$ cat src/rtl/padc_pkg.sv
// Shared types and constants for the pipelined-ADC digital back-end.
// Latency: n/a (declarations only).
// Backpressure: n/a.
package padc_pkg;

   localparam int N_STAGES_DEF = 7;

   typedef logic [1:0] raw_t;

   localparam raw_t RAW_M1  = 2'd0;
   localparam raw_t RAW_Z   = 2'd1;
   localparam raw_t RAW_P1  = 2'd2;
   localparam raw_t RAW_ILL = 2'd3;

   typedef logic [N_STAGES_DEF:0] code_t;

   typedef enum logic [1:0] {IDLE, FILL, RUN} state_t;

   // An illegal decision is treated as +1 so one bad comparator cannot wrap the code.
   function automatic raw_t fix_raw(input raw_t r);
      raw_t m;
      unique case (r)
         RAW_M1:  m = RAW_M1;
         RAW_Z:   m = RAW_Z;
         default: m = RAW_P1;
      endcase
      return m;
   endfunction

endpackage

$ cat src/rtl/padc_code_fifo.sv
// Generic synchronous FIFO with a drop strobe for writes that find it full.
// Latency: a pushed word is visible at dout one edge after the push.
// Backpressure: push while full is accepted only if a pop happens on the same edge, else dropped.
module padc_code_fifo #(
   parameter int W     = 8,
   parameter int DEPTH = 4
) (
   input  logic         clk,
   input  logic         rstn,
   input  logic         push,
   input  logic         pop,
   input  logic [W-1:0] din,
   output logic [W-1:0] dout,
   output logic         full,
   output logic         empty,
   output logic         drop
);

   localparam int AW = $clog2(DEPTH);

   logic [W-1:0]  mem [DEPTH];
   logic [AW-1:0] wr_ptr;
   logic [AW-1:0] rd_ptr;
   logic [AW:0]   cnt;
   logic          pop_ok;
   logic          push_ok;

   assign empty   = (cnt == '0);
   assign full    = (cnt == (AW+1)'(DEPTH));
   assign pop_ok  = pop & ~empty;
   assign push_ok = push & (~full | pop_ok);
   assign drop    = push & full & ~pop_ok;
   assign dout    = mem[rd_ptr];

   // Storage, pointers and occupancy; a simultaneous push and pop leaves the count unchanged.
   always_ff @(posedge clk) begin
      if (!rstn) begin
         for (int i = 0; i < DEPTH; i++) mem[i] <= '0;
         wr_ptr <= '0;
         rd_ptr <= '0;
         cnt    <= '0;
      end else begin
         if (push_ok) begin
            mem[wr_ptr] <= din;
            wr_ptr      <= wr_ptr + AW'(1);
         end
         if (pop_ok) rd_ptr <= rd_ptr + AW'(1);
         unique case ({push_ok, pop_ok})
            2'b10:   cnt <= cnt + (AW+1)'(1);
            2'b01:   cnt <= cnt - (AW+1)'(1);
            default: cnt <= cnt;
         endcase
      end
   end

endmodule

$ cat src/rtl/padc_dig_ctrl.sv
// Pipelined-ADC back-end: aligns stage decisions, corrects to one code per sample, queues codes (PADC_ERR_CNT_EN adds err_cnt).
// Latency: first code is valid 8 edges after conv_en is first sampled high (that edge included), FIFO empty.
// Backpressure: code_valid/code_ready FIFO; a code produced while the FIFO is full is dropped and ovf_sticky set.
module padc_dig_ctrl
   import padc_pkg::*;
#(
   parameter int N_STAGES   = N_STAGES_DEF,
   parameter int FIFO_DEPTH = 4
`ifdef PADC_ERR_CNT_EN
   ,
   parameter int ERR_W      = 8
`endif
) (
   input  logic              clk,
   input  logic              rstn,
   input  logic              conv_en,
   input  raw_t              dig_raw [N_STAGES],
   output logic [N_STAGES:0] code,
   output logic              code_valid,
   input  logic              code_ready,
   output logic              busy,
   output logic              ovf_sticky,
   input  logic              ovf_clr
`ifdef PADC_ERR_CNT_EN
   ,
   output logic [ERR_W-1:0]  err_cnt
`endif
);

   localparam int CW    = N_STAGES + 1;
   localparam int CNT_W = $clog2(N_STAGES);
   localparam logic [CNT_W-1:0] FILL_LAST = CNT_W'(N_STAGES - 1);

   state_t           state;
   state_t           state_nxt;
   logic [CNT_W-1:0] fill_cnt;
   logic [CNT_W-1:0] cnt_nxt;
   logic             push_req;
   raw_t             aln [N_STAGES];
   logic [CW-1:0]    corr;
   logic             fifo_empty;
   logic             fifo_drop;
   // Overflow is reported through the drop strobe, so full is not needed here.
   logic             fifo_full_unused;

   // Stage i resolves i edges after stage 0, so it gets N_STAGES-i delays to line up with stage 0.
   for (genvar gi = 0; gi < N_STAGES; gi++) begin : g_aln
      localparam int LEN = N_STAGES - gi;
      raw_t sr [LEN];

      // Free-running delay line, independent of the FSM state.
      always_ff @(posedge clk) begin
         if (!rstn) begin
            for (int k = 0; k < LEN; k++) sr[k] <= RAW_M1;
         end else begin
            sr[0] <= fix_raw(dig_raw[gi]);
            for (int k = 1; k < LEN; k++) sr[k] <= sr[k-1];
         end
      end

      assign aln[gi] = sr[LEN-1];
   end

   // Redundant-digit correction: weighted sum of the aligned digits (max 2^CW-2, never overflows).
   always_comb begin
      corr = '0;
      for (int i = 0; i < N_STAGES; i++) begin
         corr = corr + (CW'(aln[i]) << (N_STAGES - 1 - i));
      end
   end

   // Conversion FSM state and fill counter.
   always_ff @(posedge clk) begin
      if (!rstn) begin
         state    <= IDLE;
         fill_cnt <= '0;
      end else begin
         state    <= state_nxt;
         fill_cnt <= cnt_nxt;
      end
   end

   // Next state: FILL waits until the delay lines hold the first complete sample, RUN pushes every edge.
   always_comb begin
      state_nxt = state;
      cnt_nxt   = fill_cnt;
      push_req  = 1'b0;
      unique case (state)
         IDLE: begin
            if (conv_en) begin
               state_nxt = FILL;
               cnt_nxt   = '0;
            end
         end
         FILL: begin
            cnt_nxt = fill_cnt + CNT_W'(1);
            if (!conv_en)                  state_nxt = IDLE;
            else if (cnt_nxt == FILL_LAST) state_nxt = RUN;
         end
         RUN: begin
            if (conv_en) push_req  = 1'b1;
            else         state_nxt = IDLE;
         end
         default: state_nxt = IDLE;
      endcase
   end

   assign busy       = (state != IDLE);
   assign code_valid = ~fifo_empty;

   padc_code_fifo #(
      .W     (CW),
      .DEPTH (FIFO_DEPTH)
   ) u_fifo (
      .clk   (clk),
      .rstn  (rstn),
      .push  (push_req),
      .pop   (code_ready),
      .din   (corr),
      .dout  (code),
      .full  (fifo_full_unused),
      .empty (fifo_empty),
      .drop  (fifo_drop)
   );

   // Sticky overflow flag; a new drop beats a clear on the same edge.
   always_ff @(posedge clk) begin
      if (!rstn)          ovf_sticky <= 1'b0;
      else if (fifo_drop) ovf_sticky <= 1'b1;
      else if (ovf_clr)   ovf_sticky <= 1'b0;
   end

`ifdef PADC_ERR_CNT_EN
   localparam int IW = $clog2(N_STAGES + 1);

   logic [IW-1:0]  ill_n;
   logic [ERR_W:0] err_sum;

   // Count illegal decisions presented this edge and form the unsaturated next count.
   always_comb begin
      ill_n = '0;
      for (int i = 0; i < N_STAGES; i++) begin
         if (dig_raw[i] == RAW_ILL) ill_n = ill_n + IW'(1);
      end
      err_sum = {1'b0, err_cnt} + (ERR_W+1)'(ill_n);
   end

   // Saturating error counter, only advancing while a conversion is in progress.
   always_ff @(posedge clk) begin
      if (!rstn)     err_cnt <= '0;
      else if (busy) err_cnt <= err_sum[ERR_W] ? '1 : err_sum[ERR_W-1:0];
   end
`endif

endmodule

$ cat config.mk
export PLATFORM = sky130hd
export DESIGN_NAME = padc_dig_ctrl
export DESIGN_NICKNAME = d
export VERILOG_FILES = /design/src/rtl/padc_pkg.sv /design/src/rtl/padc_code_fifo.sv /design/src/rtl/padc_dig_ctrl.sv
export SDC_FILE = /design/constraint.sdc
export NUM_CORES = 1
export LEC_CHECK = 0
export ABC_AREA = 1
export BUFFER_PORTS_ARGS = -buffer_cell sky130_fd_sc_hd__buf_2
export CAP_MARGIN = 20
export CORE_MARGIN = 5
export CORE_UTILIZATION = 40
export DETAILED_ROUTE_END_ITERATION = 10
export MAX_ROUTING_LAYER = met4
export PLACE_DENSITY_LB_ADDON = 0.15
export SLEW_MARGIN = 40
export SYNTH_ARGS = -nofsm -noshare
export SYNTH_HDL_FRONTEND = slang
export SYNTH_HIERARCHICAL = 1
export SYNTH_SLANG_ARGS = --single-unit
$ cat constraint.sdc
create_clock -name clk -period 1.9 [get_ports clk]
set_clock_uncertainty 0.1 [all_clocks]
set_input_delay 0.475 -clock clk [delete_from_list [all_inputs] [get_ports clk]]
set_output_delay 0.475 -clock clk [all_outputs]
set_load 0.01 [all_outputs]
==> reports/metrics.cfg, run 1 <==
[yosys]
ys_async_sr_fraction_pct = 0
synth_top_area_share_pct = 35.7
ys_ff_latch = 103
synth.distinct_cells = 29
yosysTopAreaCell = dfxtp_1
netlist_top_cells_area = dfxtp_1 (36%), edfxtp_1 (24%), nand2_1 (8.9%)
synth_area_per_cell_um2 = 8.84
synth_seq_area_share_pct = 59.8
synth_area_mm2 = 0.00399
yosys_warnings = 6
synth_nets = 480
yosys_most_used_dff = dfxtp_1
syn_inst = 451
synth_edf_count = 32

[routing]
routed_via_density = 4.34
vias = 2771
routed_wl_mm = 6.58
drc_errors = 0
initialDrtViolationCount = 85
wl_per_cell_um = 10.3
ant_nets = 0
first_pass_iters = 4

[global_routing]
antenna_found_initial = 0
first_global_vias = 2604
grt_overflow = 0
grt_use_total_pct = 12.3
grt_pass1_wl_mm = 11.2
grt_max_degree = 38

[floorplanning]
die-area_mm2 = 0.0121
ios = 30
die_h_um = 110
initial_core_util_pct = 41.0
rows = 36
core_area_mm2 = 0.00973
die_width_um = 110

[timing]
whs_ns = 0.167
rsz0062_at_grt = yes
fin_crit_sh_pct = 99.9
finalMaxSlewViolations = 0
hold_viol = 0
clock.fmax_ghz = 0.527
relSlewSlack_pct = 75.2
setup_viol = 0
tightest_slew_ns = 0.370
finalWorstPathRequiredPeriod_ns = 1.90

[worst_setup_path]
path_max_fanout = 16
critPathLaunchType = register
critPathArrivalTime_ns = 1.32
worstSetupPathType = register to output port
critPathMaxStageDelay_ns = 0.38
critPathRequiredTime_ns = 1.32
critPathSlowestCell = dfxtp_4
end_kind = output port
rrSetupSlack_ns = 0.13
critical_path.endpoint = code[2]
r2r_end = u_fifo/mem[0][5]
cp_cell_sequence = clkinvlp_4, buf_12, o21ai_1, o22ai_1, buf_2
rr_worst_depth = 9
crit-reg2reg-launch = g_aln[6].sr[0][1]

[outcome]
status = finished clean

[layout]
fin_area_mm2 = 0.00463
drive_gt1_share_pct = 16.8
final_cell_count_no_fill = 638
antenna_cells = 0
final_nets = 529
fill_cells = 978
area_growth_pct = 16.2

[clock_tree]
cts_tree = yes
clk_pin_slew_ns = 0.10
cts_buffers = 9
cts.sinks = 103
cts_buffer_depth = 2
root_buffer = clkbuf_8
htreeDepth = 3
worstSkewPairLatency_ns = 0.36

[placed_design]
io_buffers = 29
place_inst = 619
routabilityCongestion = 0.835
dp_hpwl_mm = 4.58
dpl_cell_area_mm2 = 0.00436

[flow_run]
maxCapViolCount = 0

[power]
powerDensity_mw_per_mm2 = 994
worst_ir_drop_vdd_mv = 0.549
p_leak_nw = 2.38
power_mw = 4.61

[worst_hold_path]
hp-class = input pin to register

metal layers:
layer  wire, um  global-route usage (%)
met1       2890                    12.7
met2       3340                    22.4
met3        252                    3.76
met4         87                    3.74
met5          0                       -
where the power goes:
| part | switching, mW | internal (mW) | leakage, nW |
|---|---|---|---|
| combinational | 0.472 | 0.343 | 1.37 |
| clock | 0.738 | 0.623 | 0.102 |
| sequential | 0.0562 | 2.37 | 0.911 |
| total | 1.27 | 3.34 | 2.38 |
cell families after synthesis:
group                      count (synthesis)  synth area share (%)
DFF                                      103                  59.8
xor gates and xnor gates                   2                 0.440
buffers and inverters                    105                  10.3
and+or+nand+nor                          183                  19.5
adders and majority gates                 10                  3.52
AOI/OAI and AO/OA                         48                  6.43
critical path, delay by kind of cell (launching register included):
| family | cells | cell delay, ns |
|---|---|---|
| compound gates | 2 | 0.21 |
| flops | 1 | 0.38 |
| buf+inv | 3 | 0.38 |
layout make-up:
type / instances / area [um^2] / share of cell area, %
Tap cell: 133 / 166 / 3.59
Clock buffer: 9 / 124 / 2.67
Inverter: 96 / 368 / 7.94
Clock inverter: 7 / 77.6 / 1.67
Multi-Input combinational cell: 243 / 1200 / 26.0
Timing Repair Buffer: 47 / 300 / 6.48
Sequential cell: 103 / 2390 / 51.6
metrics by stage:
stage	setup slack, ns	utilization (%)	TNS, ns
after global placement	0.0717	44.8	0
after floorplan	-0.0513	-	-0.821
after detailed placement	0.0158	44.8	0
after global routing	-0.0999	47.6	-0.640
after CTS	-0.0323	47.5	-0.190
final	0.00252	47.6	0
cell usage after synthesis, types with 2 or more instances:
library cell	count
dfxtp_1	71
o22ai_1	8
ha_1	8
inv_1	93
edfxtp_1	32
nand2_2	4
nand2_1	95
nand4_1	4
a21oi_1	13
nor2_1	58
nor2_2	2
nand3_1	15
nand2_4	2
buf_2	5
fa_1	2
buf_4	3
inv_2	2
o21ai_0	23
what timing repair did:
item                       in CTS  in global routing
gates resized for setup        17                  5
setup endpoints to repair       8                 16
buffers inserted                3                  0
hold buffers                    0                  0
cells in the final DEF, fill, tap and decap left out, drive strengths merged, types with 8 or more instances in the layout:
cell type	Yosys	layout
buf	8	47
o22ai	8	8
ha	8	8
edfxtp	32	32
nor2	61	61
dfxtp	71	71
clkbuf	1	9
o21ai	24	24
a21oi	13	13
inv	95	96
nand2	101	101
nand3	16	16
registers in the layout, indices dropped and copies added (netlist names), named ones only:
| signal | flops |
|---|---|
| u_fifo/rd_ptr | 2 |
| fill_cnt | 3 |
| u_fifo/wr_ptr | 2 |
| u_fifo/cnt | 3 |
| g_aln.sr | 56 |
| u_fifo/mem | 32 |
| state | 2 |
| ovf_sticky | 1 |
worst min-delay path by stage:
stage                                   end              start  cells past startpoint
after floorplan           g_aln[0].sr[2][1]  g_aln[0].sr[1][1]                      2
final                     g_aln[4].sr[0][0]         dig_raw[5]                      2
after CTS                 g_aln[4].sr[0][0]         dig_raw[5]                      2
after global routing      g_aln[2].sr[0][0]         dig_raw[9]                      2
after detailed placement  g_aln[2].sr[0][5]  g_aln[2].sr[0][3]                      2
after global placement    g_aln[0].sr[2][1]  g_aln[0].sr[1][1]                      2
No activity file was read; power rests on OpenSTA's default activity.
==> inputs of run 2 (changes only) <==
Settings changed: CORE_UTILIZATION 40 to 41.
==> run 2 against run 1 <==
Net effect:
- the run now ends with setup timing left
- non-clock buffer count fell by 4
- sequential power barely moved
- hold slack barely moved
- critical path type unchanged
- highest routed layer unchanged
==> reports/metrics.cfg, run 2 (synthesis gave the netlist of run 1 again) <==
[outcome]
status = finished, violations left
violations = setup timing

[floorplanning]
die_h_um = 109  ; -1.1%
rows = 36  ; unchanged
die_width_um = 109  ; -1.1%
ios = 30  ; unchanged
core_area_mm2 = 0.00964  ; -0.93%
initial_core_util_pct = 41.4  ; +0.38 points
die-area_mm2 = 0.0118  ; -2.2%

[layout]
final_nets = 525  ; -0.76%
largestRegisters = g_aln.sr x56, u_fifo/mem x32
final_common_cell = nand2_1
area_growth_pct = 16.2  ; about the same
regMostFlops = g_aln.sr
drive_gt1_share_pct = 17.2  ; +0.33 points
antenna_cells = 0  ; unchanged
final_cell_count_no_fill = 634  ; -0.63%
largest_reg_flops = 56  ; unchanged
layout_common_cells = nand2_1 (95), inv_1 (91), dfxtp_1 (69)

[clock_tree]
cts_tree = yes
cts.sinks = 103  ; unchanged
htreeDepth = 3  ; unchanged
worstSkewPairLatency_ns = 0.36  ; about the same
cts.hold.buffers_added = 0  ; unchanged
root_buffer = clkbuf_8
cts_buffers = 9  ; unchanged
cts_buffer_depth = 2  ; unchanged
clk_pin_slew_ns = 0.10  ; about the same

[power]
power_mw = 4.59  ; -0.44%
worst_ir_drop_vdd_mv = 0.379  ; -31%
p_leak_nw = 2.37  ; -0.28%
powerDensity_mw_per_mm2 = 990  ; -0.39%

[worst_setup_path]
path_max_fanout = 16  ; unchanged
cp_cell_sequence = clkinvlp_4, buf_12, nor2_2, o22ai_1, buf_2
critPathLaunchType = register
crit_family = buffers and inverters
critPathArrivalTime_ns = 1.36  ; +0.04 ns
critPathMaxStageDelay_ns = 0.37  ; about the same
worstSetupPathType = register to output port
rrSetupSlack_ns = 0.15  ; +0.02 ns
worst-path-buf-inv = 3  ; unchanged
critPathSlowestCell = dfxtp_4
end_kind = output port
critPathRequiredTime_ns = 1.32  ; about the same

[timing]
tightest_slew_ns = 0.366  ; -0.00467 ns
finalMaxSlewViolations = 0  ; unchanged
clock.fmax_ghz = 0.517  ; -1.8%
hold_viol = 0  ; unchanged
setup_tns_ns = -0.0763  ; -0.0763 ns
setup_slack_ns = -0.0328  ; -0.0353 ns
rsz0062_at_grt = yes
fin_crit_sh_pct = 102  ; +1.9 points
relSlewSlack_pct = 75.6  ; +0.31 points
finalWorstPathRequiredPeriod_ns = 1.93  ; +0.0353 ns
setup_viol = 4  ; +4

[routing]
routed_via_density = 4.36  ; +0.41%
initialDrtViolationCount = 114  ; +34%
wl_per_cell_um = 10.4  ; +1.2%
ant_nets = 0  ; unchanged
drc_errors = 0  ; unchanged
vias = 2765  ; -0.22%
first_pass_iters = 4  ; unchanged
routed_wl_mm = 6.61  ; +0.55%

[worst_hold_path]
hp-class = input pin to register

[placed_design]
dp_hpwl_mm = 4.56  ; -0.50%
routabilityCongestion = 0.820  ; -1.8%
dp_slack_ns = 0.0249  ; +0.00918 ns
io_buffers = 29  ; unchanged
place_inst = 617  ; -0.32%

[global_routing]
antenna_found_initial = 0  ; unchanged
grt_max_degree = 70  ; +84%
grt_use_total_pct = 12.9  ; +0.59 points
grt_pass1_wl_mm = 11.6  ; +4.1%
first_global_vias = 2706  ; +3.9%
grt_overflow = 0  ; unchanged

[flow_run]
maxCapViolCount = 0  ; unchanged

## run 2: cell types whose count changed in the layout (fill, tap and decap cells not counted), moves of 4 or more
cell	previous run	this run
buf_4	16	11
nor2_1	58	54
nor2_2	2	6
o21ai_2	1	5
## run 2: what timing repair did
| item | CTS | global route |
|---|---|---|
| setup endpoints to repair | 8 | 17 |
| pin swaps | 0 | 1 |
| setup buffers | 1 | 0 |
| resized for setup | 14 | 15 |
| endpoints found under the hold margin | 0 | 0 |
## run 2: final timing paths
check / start / end / cells past startpoint
max: register / code[5] / 5
min: dig_raw[5] / g_aln[4].sr[0][0] / 2
max reg2reg: g_aln[6].sr[0][1] / u_fifo/mem[2][5] / 9
min reg2reg: g_aln[0].sr[1][1] / g_aln[0].sr[2][1] / 2
## run 2: worst register-to-register path: stages, from the launching register on
cell and delay [ns]:
dfxtp_1 0.32, ha_1 0.19, inv_1 0.06, fa_2 0.35
inv_1 0.08, nand3_1 0.08, a21o_1 0.19, nand2_1 0.05
nand2_1 0.09, nor2_1 0.11
## run 2: through the flow
| stage | util (%) | hold slack [ns] | cell area, um^2 |
|---|---|---|---|
| floorplan | - | 0.286 | 3990 |
| global placement | 45.2 | 0.288 | 4360 |
| detailed placement | 45.2 | 0.297 | 4360 |
| CTS | 47.6 | 0.148 | 4590 |
| global route | 48.0 | 0.158 | 4630 |
| finish | 48.0 | 0.167 | 4630 |
## run 2: area by class of cell
| cell class | count | area [um^2] |
|---|---|---|
| clock buffers | 9 | 124 |
| clock inverters | 7 | 71.3 |
| inverters | 96 | 364 |
| flip-flops and latches | 103 | 2390 |
| fillers | 960 | 5010 |
| repair buffers | 43 | 288 |
| well taps | 133 | 166 |
| multi-input cells | 243 | 1230 |
## run 2: where the power goes
group	total [mW]	leakage [nW]	internal [mW]	switching (mW)
Clock	1.31	0.0995	0.515	0.792
Combinational	0.844	1.37	0.358	0.486
Sequential	2.43	0.910	2.37	0.0623
Total	4.59	2.37	3.24	1.34
## run 2: routing by layer
layer / global-route usage (%) / vias up / share of wire, %
li1: - / 1465 / -
met3: 2.03 / 9 / 3.6
met5: - / - / 0
met1: 13.9 / 1253 / 45
met4: 5.41 / 0 / 1.5
met2: 23.4 / 38 / 50
